File: src/rtl/pulse_arbiter.sv
// Round-robin arbiter sharing one 5-bit pulse channel among NUM_REQ buffered sources.
// Each granted pulse lasts 1 or 2 cycles and is followed by one all-zero cycle.
module pulse_arbiter #(
    parameter int NUM_REQ = 4,
    parameter int DEPTH   = 2
) (
    input  logic                       clock,
    input  logic                       reset,
    input  logic [5*NUM_REQ-1:0]       req_pulse,
    input  logic                       hold_two,
    input  logic                       clear_ovf,
    output logic [4:0]                 out_pulse,
    output logic [$clog2(NUM_REQ)-1:0] out_src,
    output logic                       busy,
    output logic [NUM_REQ-1:0]         overflow
);
    localparam int SW = $clog2(NUM_REQ);
    localparam int AW = $clog2(DEPTH);

    typedef enum logic [1:0] {IDLE, ISSUE, HOLD} state_t;
    state_t state, state_next;

    logic [3:0]    mem    [NUM_REQ][DEPTH];
    logic [AW-1:0] wr_ptr [NUM_REQ];
    logic [AW-1:0] rd_ptr [NUM_REQ];
    logic [AW:0]   cnt    [NUM_REQ];

    logic [NUM_REQ-1:0] push, pop, accept, drop, nonempty;
    logic [SW-1:0]      last_grant, grant_idx, src_next, last_next;
    logic [4:0]         out_next;
    logic               any_pending, grant, hold_q, hold_next;

    always_comb begin
        for (int i = 0; i < NUM_REQ; i++) begin
            nonempty[i] = (cnt[i] != '0);
        end
    end

    // A push into a full FIFO survives only when the same FIFO is popped this cycle.
    always_comb begin
        for (int i = 0; i < NUM_REQ; i++) begin
            push[i]   = req_pulse[5*i+4];
            pop[i]    = grant && (grant_idx == SW'(i));
            accept[i] = push[i] && ((cnt[i] != (AW+1)'(DEPTH)) || pop[i]);
            drop[i]   = push[i] && !accept[i];
        end
    end

    // Scan downward so the closest source after last_grant is the one left selected.
    always_comb begin
        any_pending = 1'b0;
        grant_idx   = last_grant;
        for (int k = NUM_REQ; k >= 1; k--) begin
            if (nonempty[SW'((int'(last_grant) + k) % NUM_REQ)]) begin
                any_pending = 1'b1;
                grant_idx   = SW'((int'(last_grant) + k) % NUM_REQ);
            end
        end
    end

    always_comb begin
        state_next = state;
        out_next   = out_pulse;
        src_next   = out_src;
        hold_next  = hold_q;
        last_next  = last_grant;
        grant      = 1'b0;
        case (state)
            IDLE: begin
                out_next = '0;
                if (any_pending) begin
                    grant      = 1'b1;
                    out_next   = {1'b1, mem[grant_idx][rd_ptr[grant_idx]]};
                    src_next   = grant_idx;
                    hold_next  = hold_two;
                    last_next  = grant_idx;
                    state_next = ISSUE;
                end
            end
            ISSUE: begin
                if (hold_q) begin
                    state_next = HOLD;
                end else begin
                    out_next   = '0;
                    state_next = IDLE;
                end
            end
            HOLD: begin
                out_next   = '0;
                state_next = IDLE;
            end
            default: begin
                out_next   = '0;
                state_next = IDLE;
            end
        endcase
    end

    always_ff @(posedge clock or posedge reset) begin
        if (reset) begin
            state <= IDLE;
        end else begin
            state <= state_next;
        end
    end

    always_ff @(posedge clock or posedge reset) begin
        if (reset) begin
            out_pulse  <= '0;
            out_src    <= '0;
            hold_q     <= 1'b0;
            last_grant <= SW'(NUM_REQ - 1);
            overflow   <= '0;
            for (int i = 0; i < NUM_REQ; i++) begin
                wr_ptr[i] <= '0;
                rd_ptr[i] <= '0;
                cnt[i]    <= '0;
            end
        end else begin
            out_pulse  <= out_next;
            out_src    <= src_next;
            hold_q     <= hold_next;
            last_grant <= last_next;
            // A fresh drop outranks a simultaneous clear.
            overflow   <= (clear_ovf ? '0 : overflow) | drop;
            for (int i = 0; i < NUM_REQ; i++) begin
                if (accept[i]) wr_ptr[i] <= wr_ptr[i] + AW'(1);
                if (pop[i])    rd_ptr[i] <= rd_ptr[i] + AW'(1);
                cnt[i] <= cnt[i] + (AW+1)'(accept[i]) - (AW+1)'(pop[i]);
            end
        end
    end

    always_ff @(posedge clock) begin
        for (int i = 0; i < NUM_REQ; i++) begin
            if (accept[i]) mem[i][wr_ptr[i]] <= req_pulse[5*i +: 4];
        end
    end

    assign busy = (state != IDLE) || (|nonempty);

endmodule

File: config.mk
export PLATFORM = sky130hd
export DESIGN_NAME = pulse_arbiter
export DESIGN_NICKNAME = d
export VERILOG_FILES = /design/src/rtl/pulse_arbiter.sv
export SDC_FILE = /design/constraint.sdc
export NUM_CORES = 1
export LEC_CHECK = 0
export ABC_AREA = 1
export CELL_PAD_IN_SITES_DETAIL_PLACEMENT = 0
export CELL_PAD_IN_SITES_GLOBAL_PLACEMENT = 1
export CORE_MARGIN = 2
export CORE_UTILIZATION = 45
export CTS_BUF_LIST = sky130_fd_sc_hd__clkbuf_8
export DETAILED_ROUTE_END_ITERATION = 6
export PLACE_DENSITY = 0.89
export SLEW_MARGIN = 10
export SYNTH_ARGS = -nofsm -noshare
export SYNTH_HDL_FRONTEND = slang
export SYNTH_SLANG_ARGS = --single-unit
File: constraint.sdc
create_clock -name clock -period 3.06 [get_ports clock]
set_input_delay 0.918 -clock clock [delete_from_list [all_inputs] [get_ports clock]]
set_output_delay 0.918 -clock clock [all_outputs]
set_load 0.02 [all_outputs]
After elaboration in Yosys (flattened, before gate mapping) --
Memories as Yosys holds them, arrays and structs flattened. Index checks and enable logic that the tools add are counted.
Cells by class: multipliers 0, div/mod/pow operators 0, shift operators 0, magnitude comparators 14, reductions and logical operators 34, eq/ne operators 10, add/subtract/negate cells 20, mux-type cells 51, bitwise logic cells 7
Operators with widths (count):
- $mux W4 | 8
- $mux W8 | 4
- $mux W1 | 20
- $demux W4 S1 | 4
- $logic_and A1 B1 Y1 | 16
- $lt A2 B4 Y1 const B | 4
- $mux W2 | 6
- $ne A2 B2 Y1 const B | 6
- $bmux W1 S2 | 5
- $ge A2 B2 Y1 const B | 5
- $mux W5 | 2
- $not A1 Y2 | 5
- $pmux W5 S2 | 1
- $reduce_bool A2 Y1 | 5
- $add A1 B1 Y1 const B | 8
- $add A2 B1 Y2 | 4
- $lt A2 B1 Y1 const B | 4
- $sub A2 B1 Y2 | 4
- $logic_or A1 B1 Y1 | 5
- $add A2 B1 Y2 const B | 2
- $add A2 B2 Y2 const B | 2
- $eq A2 B1 Y1 const B | 2
- $eq A2 B2 Y1 const B | 2
- $logic_not A1 Y1 | 4
- other kinds (7) | 8
Word-level totals: word-level logic and storage cells 155, flip-flop bits (word level) 32, output and inout port bits 12, memory bits (read-only) 0, memories kept 1, bits in latches 0, memory bits (writable) 32
Memory list:
- mem | words 4, width 8, rd ports 1, clocked after memory_dff 0, write ports 4, line 23 | logic [3:0] mem [NUM_REQ][DEPTH];

Depth between registers and ports, before layout --
Gate-level depths: netlist of run 1.
depth after elaboration 18, gate-level depth with buffers 19

Worst setup path after synthesis of run 1 --
No wires, ideal clock.
path kind reg-to-reg, from reg last_grant[0], to reg cnt[7] (netlist name), required time 2.937 ns, slack 0.714 ns, stages on the path, launching flop included 18, data arrival time 2.224 ns, period minus slack after synthesis 2.346 ns, cells stage by stage dfstp_2 inv_2 nand2_1 nand2_2 inv_2 nand3_2 nand3_2 nand3_2 nand2_4 inv_4 nor2_4 nand2_2 nand3b_2 nand2_1 ha_1 inv_1 ha_1 xnor2_1
On the way: word-level cells in the longest chain between the ends 15, elaborated cells on any way between the ends 32, classes of those cells add/sub (6); mux (22); reduce/logical (4)
Ends and longest elaborated chain:
- from (decl) | line 29 | logic [SW-1:0] last_grant, grant_idx, src_next, last_next;
- from (signal assigned) | line 112 | last_grant <= SW'(NUM_REQ - 1);
- from (signal assigned) | line 123 | last_grant <= last_next;
- $add A2 B1 Y2 | line 54, 56
- $bmux W1 S2 | line 54 | if (nonempty[SW'((int'(last_grant) + k) % NUM_REQ)]) begin
- $mux W1 (implied by the code) (2 in a row) | line 54
- $mux W1 (4 in a row) | line 54
- $mux W1 | line 71 | if (any_pending) begin
- $mux W1 | line 68 | case (state)
- $logic_and A1 B1 Y1 * | line 43 | pop[i] = grant && (grant_idx == SW'(i));
- $logic_or A1 B1 Y1 | line 44 | accept[i] = push[i] && ((cnt[i] != (AW+1)'(DEPTH)) || pop[i]);
- $logic_and A1 B1 Y1 | line 44
- $add A2 B1 Y2 | line 129 | cnt[i] <= cnt[i] + (AW+1)'(accept[i]) - (AW+1)'(pop[i]);
- $sub A2 B1 Y2 * | line 129
- to (signal, indexed assignment) | line 129
- to (decl) | line 26 | logic [AW:0] cnt [NUM_REQ];
Mark *: on every way between the ends. The rest lies on a longest branch, timed or not. The select of a mux whose other input is x is not followed. A chain may end at the register's enable or synchronous reset.

Worst setup path after layout of run 1 --
from reg cnt[1] (netlist name), to out busy
On the way: word-level cells in the longest chain between the ends 3
Ends and longest elaborated chain:
- $reduce_bool A2 Y1 | line 35 | nonempty[i] = (cnt[i] != '0);
- $reduce_or A4 Y1 | line 140 | assign busy = (state != IDLE) || (|nonempty);
- $logic_or A1 B1 Y1 | line 140
- to (decl) | line 14 | output logic busy,
No other way between the ends.

==> qor.csv, run 1 <==
metric,value,unit
outcome,"complete, no violations",
critPathMaxStageDelay,0.53,ns
diodes,0,
worst-path-buf-inv,2,
final-setup-viol-count,0,
wl,5.97,mm
syn_nets,338,
numClockSinks,64,
antenna_found_initial,0,
yosysUniqueCellTypes,29,
critPathSlowestCell,clkdlybuf4s50_1,
drv_cap,0,
drc,0,
hpwl,4.45,mm
critPathArrivalTime,1.89,ns
maxSlewViolCount,0,
core_area,6420,µm²
cts_tree,yes,
hold_path_startpoint,wr_ptr[3],
finalHoldViolations,0,
rsz0062_at_grt,false,
grtUsageMet3,0.0481,
grt_use_total,0.174,
r2r_end,cnt[1],
die_h,85.9,µm
fin_crit_sh,0.919,
end_kind,output port,
cts_root_buf,clkbuf_8,
path_clk_slew,0.06,ns
grt_pass1_wl,9.68,mm
fin_skew,0.0124,ns
fmax,356,MHz
dr.pass1.iters,4,
r2r_start,last_grant[0],
synth_cells,309,
ctsHoldBuffers,0,
worstPathRequired,2.14,ns
met2_usage,0.265,
clock_path_buffers,2,
r2r_cells,17,
fin_nets,385,
crit_family,buffers and inverters,
yosys_register_bits,64,
globalplace.congestion,0.888,
tightest_slew,0.408,ns
cp_cell_sequence,"nor2_1, nand4_1, inv_1, nand2_1, clkdlybuf4s50_1",
syn_area,3020,µm²
post_drt_wl_per_cell,13.6,µm
min_to,wr_ptr[3],
fill_cells,559,
start_util,0.470,
grt-ovfl-total,0,
hp-class,reg -> reg,
cts_buffers,9,
path_class,reg -> out,
cts_resized,0,
synth_seq_area_share,0.584,
setup_tns,0,ns
fin_util,0.574,
grt_pass1_vias,2033,
ioPinCount,36,
r2r_slack,0.31,ns
max-slew-margin-rel,0.728,
grt_max_degree,33,
path_max_fanout,3,
cts.htree.levels,3,
rows,29,
fin_crit,2.81,ns
clk_latency,0.35,ns
die_w,85.9,µm
avgSynthCellArea,9.77,µm²
top_usage_layer,met2,
routed_via_density,4.89,
start_kind,flip-flop,
hold_depth,2,
port_buffers,35,
final_antenna_net_count,0,
syn2layout_area_growth,22.0,%
drive_above_1_share,0.141,
cts_setup_buffers,0,
drt_iter0_drc,121,
grt_use_met1,0.237,
yosysWarnings,0,
vias,2140,
dieArea,7380,µm²
[cell usage in the layout (no fill, tap or decap), drive strengths merged]
master,netlist,layout
edfxtp,32,32
nor2,22,22
a21oi,1,1
o21ai,4,4
dfrtp,30,30
nand4,1,1
clkinv,1,3
inv,35,37
nand3,46,46
bufinv,0,2
o22ai,4,4
buf,4,5
clkdlybuf4s50,0,35
ha,5,5
nand2,107,107
dfstp,2,2
nand3b,3,3
xor2,7,7
xnor2,5,5
clkbuf,0,10
[cell families after synthesis]
group                      synth area share
AOI/OAI and AO/OA                    0.0166
xor gates and xnor gates             0.0348
adders and majority gates            0.0207
buffers and inverters                0.0564
DFF                                   0.584
and+or+nand+nor                       0.287
[worst register-to-register path: cells and delay by family (launching register included)]
kind	cells	cell delay, ns
simple gates	10	1.03
fa+ha+maj	1	0.18
xor+xnor	2	0.29
buf+inv	4	0.52
flops	1	0.60
[how the worst max path moves through the flow]
| stage | startpoint | to | slack, ns | depth (start not counted) |
|---|---|---|---|---|
| CTS | cnt[5] | busy | 0.26 | 5 |
| global placement | last_grant[0] | cnt[1] | 0.39 | 17 |
| finish | cnt[1] | busy | 0.25 | 5 |
| floorplan | last_grant[0] | cnt[7] | 0.71 | 17 |
| detailed placement | last_grant[0] | cnt[1] | 0.33 | 17 |
| global route | last_grant[0] | cnt[1] | 0.02 | 17 |
[synth_stat cells (all sizes together)]
| cell type | number | area share |
|---|---|---|
| edfxtp | 32 | 0.32 |
| o21ai | 4 | 0.0066 |
| xor2 | 7 | 0.020 |
| nand3 | 46 | 0.087 |
| xnor2 | 5 | 0.015 |
| nand3b | 3 | 0.0099 |
| dfrtp | 30 | 0.25 |
| dfstp | 2 | 0.017 |
| buf | 4 | 0.011 |
| nand2 | 107 | 0.15 |
| clkinv | 1 | 0.0012 |
| inv | 35 | 0.044 |
| a21oi | 1 | 0.0017 |
| ha | 5 | 0.021 |
| nor2 | 22 | 0.039 |
| o22ai | 4 | 0.0083 |
| nand4 | 1 | 0.0021 |
[layer usage]
layer / share of wire / up-vias / wire length (µm)
met2: 0.45 / 60 / 2690
met1: 0.47 / 970 / 2830
met3: 0.057 / 10 / 340
met4: 0.017 / 0 / 103
li1: - / 1100 / -
met5: 0 / - / 0
[final cells by class]
class | count | area, µm² | area share
Inverter | 36 | 138 | 0.0374
Sequential cell | 64 | 1760 | 0.479
Timing Repair Buffer | 40 | 388 | 0.105
Tap cell | 77 | 96.3 | 0.0261
Clock buffer | 10 | 138 | 0.0374
Multi-Input combinational cell | 205 | 1080 | 0.294
Clock inverter | 6 | 76.3 | 0.0207
[registers in the layout (all words and copies together), names as in the netlist]
signal / cells
rd_ptr: 4
wr_ptr: 4
mem: 32
cnt: 8
last_grant: 2
state: 2
overflow: 4
out_src: 2
hold_q: 1
out_pulse: 5
[metrics by stage]
stage | worst slack, ns | cells | hold WS [ns] | instance area, µm²
CTS | 0.255 | 438 | 0.475 | 3680
finish | 0.248 | 438 | 0.471 | 3680
global placement | 0.386 | 422 | 0.453 | 3470
floorplan | 0.714 | 309 | 0.442 | 3020
global route | 0.0188 | 438 | 0.496 | 3680
detailed placement | 0.335 | 422 | 0.460 | 3470
Power of run 1 is left out: the tool's default activity adds up to more than one toggle a clock period on the data nets, which glitch-free logic cannot reach.
==> run 2: changes to the inputs <==
- RECOVER_POWER: not set -> 100
==> qor.csv, run 2 (synthesis results as in run 1) <==
metric,value,unit,change
outcome,"complete, but fails checks",,
failed_checks,"max-capacitance violations, max-slew violations",,
fin_crit_sh,0.948,,+0.0295
multi_input_comb_area,1040,µm²,-3.7%
cts_setup_buffers,0,,unchanged
rows,29,,unchanged
syn2layout_area_growth,20.3,%,
hold_path_startpoint,wr_ptr[3],,
numClockSinks,64,,unchanged
final_cell_mix,"101 x nand2_1, 41 x nand3_1, 32 x inv_1, 32 x edfxtp_1, 30 x dfrtp_1",,
antenna_found_initial,0,,unchanged
worstSetupStartpoint,cnt[1],,
end_kind,output port,,
cts_tree,yes,,
cts_root_buf,clkbuf_8,,
r2r_end,mem[1][0],,
wl,5.95,mm,-0.27%
fill_cells,567,,+1.4%
max-slew-margin-rel,-0.152,,-0.880
placed_cells,422,,unchanged
maxSlewViolCount,33,,+33
grt_pass1_wl,9.68,mm,unchanged
r2r_slack,0.25,ns,-0.06 ns
hp-class,reg -> reg,,
grt_use_total,0.174,,unchanged
post_drt_wl_per_cell,13.6,µm,-0.27%
grt_max_degree,33,,unchanged
hpwl,4.45,mm,unchanged
drc,0,,unchanged
fin_skew,0.0132,ns,+0.000756 ns
tightest_slew,1.73,ns,+1.32 ns
core_area,6420,µm²,unchanged
clock_path_buffers,2,,unchanged
final-setup-viol-count,0,,unchanged
ioPinCount,36,,unchanged
setup_tns,0,ns,unchanged
r2r_cells,16,,-1
cts_resized,0,,unchanged
drt_iter0_drc,94,,-22%
path_max_fanout,3,,unchanged
globalplace.congestion,0.888,,unchanged
cts_buffers,9,,unchanged
mostFrequentLayoutCell,nand2_1,,
fin_util,0.566,,-0.00799
start_util,0.470,,unchanged
worstPathRequired,2.14,ns,about the same
clk_latency,0.35,ns,about the same
final_antenna_net_count,0,,unchanged
critPathArrivalTime,1.98,ns,+0.09 ns
cts.htree.levels,3,,unchanged
drive_above_1_share,0.102,,-0.0388
path_clk_slew,0.06,ns,about the same
path_class,reg -> out,,
grt-ovfl-total,0,,unchanged
r2r_start,last_grant[0],,
regArea,1760,µm²,unchanged
ctsHoldBuffers,0,,unchanged
vias,2152,,+0.56%
hold_depth,2,,unchanged
grt_pass1_vias,2033,,unchanged
finalHoldViolations,0,,unchanged
diodes,0,,unchanged
die_h,85.9,µm,unchanged
drv_cap,1,,+1
dr.pass1.iters,4,,unchanged
start_kind,flip-flop,,
largest_reg_flops,32,,unchanged
rsz0062_at_grt,false,,
dieArea,7380,µm²,unchanged
min_to,wr_ptr[3],,
instances_no_fill,438,,unchanged
die_w,85.9,µm,unchanged
fmax,345,MHz,-3.1%
port_buffers,35,,unchanged
fin_nets,385,,unchanged
fin_crit,2.90,ns,+0.0904 ns
routed_via_density,4.91,,+0.56%
run 2: cell count changes in the layout (fill, tap and decap cells not counted), sizes merged:
cell,change
clkdlybuf4s50,-29
clkbuf,+3
buf,-3
dlygate4sd3,+29
run 2: final cells by class:
cell class / instances / share of cell area
sequential: 64 / 0.486
multi-input combinational: 205 / 0.288
timing repair buffer: 40 / 0.104
clock buffer: 10 / 0.0379
inverter: 36 / 0.0379
tap: 77 / 0.0265
clock inverter: 6 / 0.0210
run 2: worst max-delay path by stage:
stage,endpoint,slack [ns],depth (start not counted)
6_report,busy,0.16,5
5_1_grt,mem[1][0],0.02,16
4_1_cts,busy,0.26,5
3_5_place_dp,cnt[1],0.33,17
3_3_place_gp,cnt[1],0.39,17
2_1_floorplan,cnt[7],0.71,17
run 2: stage by stage:
stage / cell area, µm² / setup WS, ns / hold slack, ns
after CTS: 3680 / 0.255 / 0.475
after floorplan: 3020 / 0.714 / 0.442
after global routing: 3630 / 0.0156 / 0.496
after global placement: 3470 / 0.386 / 0.453
final: 3630 / 0.158 / 0.471
after detailed placement: 3470 / 0.335 / 0.460
run 2: worst max-delay path: stages (launching register included):
cell           delay [ns]
dfrtp_1              0.42
nor2_1               0.24
nand4_1              0.21
inv_1                0.09
nand2_1              0.04
dlygate4sd3_1        0.64
run 2: layer usage:
metal	wire [µm]	up-vias	global-route usage
met5	0	-	0
met4	103	0	0.0693
met3	237	11	0.0481
met2	2700	45	0.265
met1	2910	998	0.237
li1	-	1098	-
Power of run 2 is left out for the same reason.
==> run 3: changes to the inputs <==
- CAP_MARGIN: not set -> 20
==> results of run 3 <==
No change in the layout: final DEF, timing and power equal those of run 2.
Power of run 3 is left out for the same reason.
